### src/rtl/req_arbiter_pkg.sv
// Shared types and default sizing for the request arbiter.
//   arb_state_t   : arbiter FSM state encoding
//   NUM_REQ_DEF   : default number of requesters
//   MAX_HOLD_DEF  : default maximum grant hold time in cycles
package arb_pkg;

   typedef enum logic {
      IDLE = 1'b0,
      HOLD = 1'b1
   } arb_state_t;

   localparam int NUM_REQ_DEF  = 4;
   localparam int MAX_HOLD_DEF = 8;

endpackage

### src/rtl/req_arbiter_prio_enc.sv
// Combinational priority encoder.
//   DIR = 0 : reports the lowest set bit of i_vec
//   DIR = 1 : reports the highest set bit of i_vec
// Ports:
//   i_vec   in   N       input vector
//   o_valid out  1       at least one bit of i_vec is set
//   o_idx   out  IDX_W   index of the selected bit, 0 when o_valid = 0
module prio_enc
   import arb_pkg::*;
#(
   parameter int N     = NUM_REQ_DEF,
   parameter int IDX_W = $clog2(N),
   parameter int DIR   = 0
) (
   input  logic [N-1:0]     i_vec,
   output logic             o_valid,
   output logic [IDX_W-1:0] o_idx
);

   always_comb begin
      o_valid = 1'b0;
      o_idx   = '0;
      for (int i = 0; i < N; i++) begin
         // Upward scan: lowest form keeps the first hit, highest form keeps the last.
         if (i_vec[i] && ((DIR != 0) || !o_valid)) begin
            o_valid = 1'b1;
            o_idx   = IDX_W'(i);
         end
      end
   end

endmodule

### src/rtl/req_arbiter.sv
// Arbiter sharing one downstream resource between NUM_REQ requesters.
// Registered one-hot grants; fixed-priority (highest index wins) or
// round-robin selection chosen per arbitration by rr_mode.
// Ports:
//   clk        in   1        clock, rising edge
//   rst        in   1        asynchronous active-high reset
//   rr_mode    in   1        0 = fixed priority, 1 = round-robin (sampled in IDLE)
//   req        in   NUM_REQ  level-sensitive request vector
//   done       in   1        owner finished (used only while granted)
//   gnt        out  NUM_REQ  one-hot grant
//   gnt_valid  out  1        any grant active
//   gnt_id     out  IDX_W    owner index, 0 when idle
//   timeout    out  1        one-cycle pulse after a forced release
//
// state | meaning
// ------+-------------------------------------------------------------
// IDLE  | no owner; arbitrates the current req vector every cycle
// HOLD  | grant held; waits for done, request drop or hold timeout
module req_arbiter
   import arb_pkg::*;
#(
   parameter int NUM_REQ  = NUM_REQ_DEF,
   parameter int IDX_W    = $clog2(NUM_REQ),
   parameter int MAX_HOLD = MAX_HOLD_DEF
) (
   input  logic               clk,
   input  logic               rst,
   input  logic               rr_mode,
   input  logic [NUM_REQ-1:0] req,
   input  logic               done,
   output logic [NUM_REQ-1:0] gnt,
   output logic               gnt_valid,
   output logic [IDX_W-1:0]   gnt_id,
   output logic               timeout
);

   localparam int CNT_W = (MAX_HOLD > 1) ? $clog2(MAX_HOLD) : 1;

   arb_state_t         r_state, w_state_nxt;
   logic [NUM_REQ-1:0] r_gnt, w_gnt_nxt;
   logic               r_gnt_valid;
   logic [IDX_W-1:0]   r_gnt_id, w_gnt_id_nxt;
   logic               r_timeout, w_timeout_nxt;
   logic [IDX_W-1:0]   r_rr_ptr, w_rr_ptr_nxt;
   logic [CNT_W-1:0]   r_hold_cnt, w_hold_cnt_nxt;

   logic [NUM_REQ-1:0] w_mask_req;
   logic               w_m_valid, w_u_valid, w_h_valid;
   logic [IDX_W-1:0]   w_m_idx, w_u_idx, w_h_idx;
   logic               w_any_req;
   logic [IDX_W-1:0]   w_win_idx;
   logic               w_hold_last;
   logic               w_owner_req;

   // Round-robin looks first at requesters at or above the pointer.
   assign w_mask_req = req & ~((NUM_REQ'(1) << r_rr_ptr) - NUM_REQ'(1));

   prio_enc #(.N(NUM_REQ), .IDX_W(IDX_W), .DIR(0)) u_enc_masked (
      .i_vec   (w_mask_req),
      .o_valid (w_m_valid),
      .o_idx   (w_m_idx)
   );

   prio_enc #(.N(NUM_REQ), .IDX_W(IDX_W), .DIR(0)) u_enc_unmasked (
      .i_vec   (req),
      .o_valid (w_u_valid),
      .o_idx   (w_u_idx)
   );

   prio_enc #(.N(NUM_REQ), .IDX_W(IDX_W), .DIR(1)) u_enc_high (
      .i_vec   (req),
      .o_valid (w_h_valid),
      .o_idx   (w_h_idx)
   );

   assign w_any_req   = rr_mode ? w_u_valid : w_h_valid;
   assign w_win_idx   = rr_mode ? (w_m_valid ? w_m_idx : w_u_idx) : w_h_idx;
   assign w_hold_last = (r_hold_cnt == CNT_W'(MAX_HOLD - 1));
   assign w_owner_req = req[r_gnt_id];

   always_comb begin
      w_state_nxt    = r_state;
      w_gnt_nxt      = r_gnt;
      w_gnt_id_nxt   = r_gnt_id;
      w_rr_ptr_nxt   = r_rr_ptr;
      w_hold_cnt_nxt = r_hold_cnt;
      w_timeout_nxt  = 1'b0;
      case (r_state)
         IDLE: begin
            if (w_any_req) begin
               w_state_nxt    = HOLD;
               w_gnt_nxt      = NUM_REQ'(1) << w_win_idx;
               w_gnt_id_nxt   = w_win_idx;
               w_hold_cnt_nxt = '0;
            end
         end
         HOLD: begin
            if (done || !w_owner_req || w_hold_last) begin
               w_state_nxt    = IDLE;
               w_gnt_nxt      = '0;
               w_gnt_id_nxt   = '0;
               w_hold_cnt_nxt = '0;
               w_rr_ptr_nxt   = (r_gnt_id == IDX_W'(NUM_REQ - 1)) ? '0 : r_gnt_id + IDX_W'(1);
               // Only a release caused purely by the hold limit counts as forced.
               w_timeout_nxt  = !done && w_owner_req;
            end else begin
               w_hold_cnt_nxt = r_hold_cnt + CNT_W'(1);
            end
         end
         default: w_state_nxt = IDLE;
      endcase
   end

   always_ff @(posedge clk or posedge rst) begin
      if (rst) begin
         r_state     <= IDLE;
         r_gnt       <= '0;
         r_gnt_valid <= 1'b0;
         r_gnt_id    <= '0;
         r_timeout   <= 1'b0;
         r_rr_ptr    <= '0;
         r_hold_cnt  <= '0;
      end else begin
         r_state     <= w_state_nxt;
         r_gnt       <= w_gnt_nxt;
         r_gnt_valid <= |w_gnt_nxt;
         r_gnt_id    <= w_gnt_id_nxt;
         r_timeout   <= w_timeout_nxt;
         r_rr_ptr    <= w_rr_ptr_nxt;
         r_hold_cnt  <= w_hold_cnt_nxt;
      end
   end

   assign gnt       = r_gnt;
   assign gnt_valid = r_gnt_valid;
   assign gnt_id    = r_gnt_id;
   assign timeout   = r_timeout;

endmodule
### config.mk
export PLATFORM = sky130hd
export DESIGN_NAME = req_arbiter
export DESIGN_NICKNAME = d
export VERILOG_FILES = /design/src/rtl/req_arbiter_pkg.sv /design/src/rtl/req_arbiter_prio_enc.sv /design/src/rtl/req_arbiter.sv
export SDC_FILE = /design/constraint.sdc
export NUM_CORES = 1
export LEC_CHECK = 0
export CELL_PAD_IN_SITES_DETAIL_PLACEMENT = 1
export CELL_PAD_IN_SITES_GLOBAL_PLACEMENT = 1
export CORE_MARGIN = 1
export CORE_UTILIZATION = 34
export CTS_CLUSTER_DIAMETER = 50
export CTS_CLUSTER_SIZE = 20
export DETAILED_ROUTE_END_ITERATION = 10
export GPL_ROUTABILITY_DRIVEN = 0
export GPL_TIMING_DRIVEN = 0
export HOLD_SLACK_MARGIN = 0.08
export PLACE_DENSITY = 0.83
export SLEW_MARGIN = 20
export SYNTH_ARGS = -nofsm -noshare
export SYNTH_HDL_FRONTEND = slang
export SYNTH_SLANG_ARGS = --single-unit
### constraint.sdc
create_clock -name clk -period 1.6 [get_ports clk]
set_input_delay 0.32 -clock clk [delete_from_list [all_inputs] [get_ports clk]]
set_output_delay 0.32 -clock clk [all_outputs]
set_load 0.01 [all_outputs]
-- After elaboration in Yosys (flattened, before gate mapping)
Cells that the tools add are included.
- input port bits: 8
- output and inout port bits: 8
- flip-flop bits (word level): 14
- word-level logic and storage cells: 80
- reductions and logical operators: 20
- muxes and demuxes: 40
- $lt $le $gt $ge: 1
- $add $sub $neg: 3
- equal/unequal tests: 4
- shift operators: 2
- bitwise logic cells: 3
- operators with widths (operator ; count):
    2-to-1 mux 2 bit ; 11
    2-to-1 mux 1 bit ; 20
    zero test 1 bit ; 8
    2-to-1 mux 4 bit ; 2
    case mux 4 bit (2 select lines) ; 1
    left shift 1 x 2 -> 4 bit, first input constant ; 2
    logical AND 1 bit ; 7
    2-to-1 mux 3 bit ; 2
    case mux 3 bit (2 select lines) ; 1
    AND 4 bit ; 1
    NOT 4 bit ; 1
    case mux 2 bit (2 select lines) ; 1
    AND reduction 2 bit ; 2
    OR reduction 4 bit ; 1
    subtractor 4 x 1 -> 4 bit, second input constant ; 1
    adder 3 x 1 -> 3 bit, second input constant ; 1
    equality test 3 bit, second input constant ; 1
    < comparator 2 x 3 -> 1 bit, second input constant ; 1
    adder 2 x 1 -> 2 bit, second input constant ; 1
    binary-select mux 1 bit (select 2 bit) ; 1
    equality test 2 bit, second input constant ; 1
    logical OR 1 bit ; 2
    inequality test 2 x 1 -> 1 bit, second input constant ; 1
    inequality test 2 bit, second input constant ; 1
    other kinds (2) ; 2

-- Depth between registers and ports, before layout
- depth after elaboration: 20
- mapped depth: 5
- depth with buffers taken out: 5

-- By module
From an unflattened synthesis, not the netlist that was laid out.
- cells, all modules: 75
- area total of the unflattened synthesis: 810.8 µm²
- modules (own cells, without submodules) (module ; area an instance (µm²) ; times used ; cells each ; sequential area each (µm²)):
    req_arbiter ; 716.9 ; 1 ; 57 ; 350.3
    prio_enc at u_enc_masked ... ; 35.0 ; 2 ; 7 ; 0.0
    prio_enc at u_enc_high ; 23.8 ; 1 ; 4 ; 0.0

-- Worst setup path after synthesis
OpenSTA, ideal clock, no wires.
- kind: register to register
- from: register r_gnt_id[1], in the netlist gnt_id[1]
- to: register r_gnt[0], in the netlist gnt[0]
- data required time: 1478 ps
- clock period less this slack: 1704 ps
- path buffers: 0
- path slack: -104 ps
- setup time: 122 ps
- cell stages (with the launch flop): 5
- data arrival time: 1582 ps
- cell sequence: dfrtp_1 mux4_2 nor4bb_4 or2_4 a32o_1
- cells in the longest elaborated chain, start to end: 7
- ends and longest elaborated chain (what ; line ; text):
    start, declared ; req_arbiter.sv:42 ; logic [IDX_W-1:0] r_gnt_id, w_gnt_id_nxt;
    start signal, assigned ; req_arbiter.sv:127 ; r_gnt_id <= w_gnt_id_nxt;
    binary-select mux 1 bit (select 2 bit) ; req_arbiter.sv:79 ; assign w_owner_req = req[r_gnt_id];
    2-to-1 mux 1 bit (implied by the code) ; req_arbiter.sv:79 ;
    zero test 1 bit ; req_arbiter.sv:98 ; if (done || !w_owner_req || w_hold_last) begin
    logical OR 1 bit (2 in series) ; req_arbiter.sv:98 ;
    2-to-1 mux 4 bit ; req_arbiter.sv:98 ;
    case mux 4 bit (2 select lines) ; req_arbiter.sv:88 ; case (r_state)
    net w_gnt_nxt[0] ; req_arbiter.sv:40 ; logic [NUM_REQ-1:0] r_gnt, w_gnt_nxt;
    end signal, assigned ; req_arbiter.sv:125 ; r_gnt <= w_gnt_nxt;
    end, declared ; req_arbiter.sv:40 ;
The timed path passes the listed nets, and every way through them passes these cells. The select of a mux whose other input is x is not followed.
A chain may end at the register's enable or synchronous reset.

-- Worst setup path in the final report
Ends and elaborated chain as after synthesis.

==> reports/results.env <==
FINAL.MIN_CLOCK_PERIOD_NS=1.77
FAILED_CHECKS='setup timing'
SEQ_POWER_SHARE=0.355
FLOORPLAN.ROWS=16
ANTENNA_FOUND_INITIAL=0
CLOCK_SINK_COUNT=14
GRT_FIRST_PASS_WIRELENGTH_UM=3470
HOLD_CLASS='primary input to async pin'
SETUP.WORST_PATH.START_CLASS='register'
GRT_START_MAX_NET_PINS=15
REG2REG_DEPTH=4
SYNTH.AVG_CELL_AREA_UM2=11.6
CRITPATHCAPTURETYPE='register'
SYNTH_FP_NETS=74
DRT-VIAS-PER-INSTANCE=5.65
CP_MAX_FO=5
TIMING.FINAL.MAX_SLEW_VIOLATIONS=0
DETAILED_PLACE_HPWL_UM=1410
ARRIVAL_NS=1.94
VIAS=667
CRIT_PATH_TOP_DELAY_CELL='mux4_2'
ROUTED_WIRELENGTH_UM=2420
YOSYS_REGISTER_BITS=14
CRITPATHREQUIREDTIME_NS=1.77
CTS_BUFFER_DEPTH=2
CLOCK_TREE.ROOT_CELL='clkbuf_4'
R2R_SLACK_NS=-0.17
OVERFLOW=0
FIN_WORST_SKEW_NS=0.00718
POWER.SHARE.COMBINATIONAL=0.495
TIMING_WORST_SLEW_PIN_VALUE_NS=0.544
LAYOUT_COMMONEST_CELL='dfrtp_1'
CLKTRANSATPATHREGS_NS=0.09
CP_CELL_SEQUENCE='mux4_2, nor4bb_4, or2_4, a32o_1'
SYNTHDISTINCTLIBCELLS=28
EFFECTIVE_UTILIZATION_AT_FLOORPLAN=0.366
AREAGROWTHSYNTHTOFINISH_PCT=47.3
CLK_LATENCY_NS=0.28
DR.PASS1.ITERS=4
POWER_SWITCHING_uW=603
CTS_BUFFERS=3
FINAL_NUMBER_OF_HOLD_VIOLATING_ENDPOINTS=0
SYNTH-SEQ-AREA-SHARE=0.478
INSERTED_DIODES=0
SETUP_VIOL=12
GROUTE.USAGE.OVERALL=0.204
POWER.LEAKAGE_nW=0.514
DIE-WIDTH_UM=48.4
ROUTE.DETAILED.WL_PER_INST_UM=20.5
P_SW_FRAC=0.357
INITIALDRTVIOLATIONCOUNT=15
TOTALNEGATIVESETUPSLACK_NS=-1.12
MAPPEDNETLISTAREA_UM2=733
PRECTSSETUPSLACK_NS=-0.652
WORST_R2R_STARTPOINT='gnt_id[1]$_DFFE_PP0P_'
FLOORPLAN.DIE_AREA_UM2=2350
MIN_PERIOD_OVER_PERIOD=1.11
FMAX_MHz=565
FINAL_CELL_MIX='dfrtp_1 (14), buf_4 (8), clkdlybuf4s50_1 (7), dlygate4sd2_1 (7), nor2_1 (5)'
NUMBER_OF_MAXIMUM_CAPACITANCE_CONSTRAINT_VIOLATIONS=0
IO_BUFFERS=15
FINAL_NET_COUNT=103
DESIGN.PORTCOUNT=16
INTERNAL_POWER_mW=1.09
SHARE_CLK_OF_TOTAL_POWER=0.150
FINISH.UTILIZATION=0.539
POWER_PER_CELL_AREA_nW_PER_UM2=1570
CP_SLOWEST_STAGE_DELAY_NS=0.56
FIN_HOLD_WS_NS=0.383
LAYOUT_SETUP_WS_NS=-0.170
SETUP_REPAIR_AFTER_GLOBAL_ROUTING_MISSED_ITS_MARGIN='true'
TIMING_WORST_SETUP_PATH_TYPE='register to register'
DRT_DRC_VIOLATIONS_LEFT=0
DIE_SPAN_IN_Y_UM=48.4
STATUS='finished, violations left'
TRITONCTS='built'
IR_WORST_VDD_uV=733
RATIO_OF_CELLS_WITH_DRIVE_ABOVE_1_IN_THE_FINAL_LAYOUT=0.308
SYNTH_WARNINGS=0
ROUTE.ANTENNA.REMAINING_NETS=0
GRT_PASS1_VIAS=680
CTS-HTREE-LEVELS=1
FILLER_CELL_COUNT=222
NETLIST_INSTANCES=63
WORST_SLEW_MARGIN_REL=0.637
CORE_REGION_AREA_UM2=2000
REG2REG_TO='gnt[0]$_DFF_PP0_'
[cells in the mapped netlist]
master	number	area (um2)
a211o_1	1	8.76
a21boi_1	1	7.51
a21oi_1	1	5.00
a221oi_1	1	8.76
a22o_1	3	26.3
a32o_1	2	20.0
and4b_1	1	10.0
clkbuf_1	1	3.75
dfrtp_1	14	350
ha_1	3	37.5
inv_1	4	15.0
mux2_2	3	33.8
mux4_2	1	22.5
nand2_1	2	7.51
nand2b_1	1	6.26
nor2_1	6	22.5
nor2b_1	1	6.26
nor4_1	2	12.5
nor4bb_4	1	25.0
o211a_1	2	20.0
o211ai_1	1	7.51
o21ai_0	4	20.0
o2bb2ai_1	1	8.76
o31ai_1	2	15.0
o32a_1	1	10.0
or2_2	1	6.26
or2_4	1	8.76
or4_1	1	7.51
[power by group through the flow]
stage	logic [mW]	registers (mW)	clock network, mW
2_1_floorplan	0.340	0.594	0
6_report	0.837	0.600	0.254
3_3_place_gp	0.579	0.583	0
4_1_cts	0.675	0.585	0.263
5_1_grt	0.897	0.617	0.275
3_5_place_dp	0.603	0.598	0
[final cells by class]
class / instances / area (um2) / area share
clock buffers: 4 / 36.3 / 0.0336
well taps: 27 / 33.8 / 0.0313
plain buffers: 1 / 5.00 / 0.00463
flip-flops and latches: 14 / 350 / 0.324
multi-input cells: 44 / 424 / 0.393
inverters: 4 / 15.0 / 0.0139
repair buffers: 24 / 215 / 0.199
[worst max-delay path by stage]
stage,start,end,cells past startpoint
final,gnt_id[1]$_DFFE_PP0P_,gnt[0]$_DFF_PP0_,4
after CTS,gnt_id[1]$_DFFE_PP0P_,gnt[0]$_DFF_PP0_,4
after global placement,req[3],r_rr_ptr[0]$_DFFE_PP0P_,4
after global routing,gnt_id[1]$_DFFE_PP0P_,gnt[2]$_DFF_PP0_,4
after floorplan,gnt_id[1]$_DFFE_PP0P_,gnt[0]$_DFF_PP0_,4
after detailed placement,req[1],gnt_id[0]$_DFFE_PP0P_,6
[critical path, delay by kind of cell (launching register included)]
kind,cells,cell delay (ns)
flops,1,0.43
simple gates,2,0.46
mux,1,0.56
compound gates,1,0.21
[routing by layer]
| metal | GRT usage | routed length (um) |
|---|---|---|
| met3 | 0.0472 | 88 |
| met5 | 0 | 0 |
| met1 | 0.227 | 993 |
| met2 | 0.383 | 1310 |
| met4 | 0.0588 | 26 |
[metrics by stage]
step,power (mW),area (um2),cells
6_report,1.69,1080,118
5_1_grt,1.79,1080,118
4_1_cts,1.52,1010,114
3_5_place_dp,1.20,917,105
3_3_place_gp,1.16,917,105
2_1_floorplan,0.933,733,63
[timing repair]
action | in CTS | in global routing
pin swaps | 3 | 5
setup endpoints to repair | 15 | 12
resized for setup | 16 | 9
buffers inserted | 5 | 4
hold buffers | 0 | 0
[logic make-up after synthesis]
family / Yosys count / share of synthesized area
AOI/OAI and AO/OA: 20 / 0.215
adders and majority gates: 3 / 0.0512
buffers and inverters: 5 / 0.0256
DFF: 14 / 0.478
muxes: 4 / 0.0768
and+or+nand+nor: 17 / 0.154
[registers in the layout, indices dropped and copies added (netlist names)]
name        flops
gnt             4
gnt_id          2
gnt_valid       1
r_hold_cnt      3
r_rr_ptr        2
r_state         1
timeout         1
(Power assumes the default switching activity.)
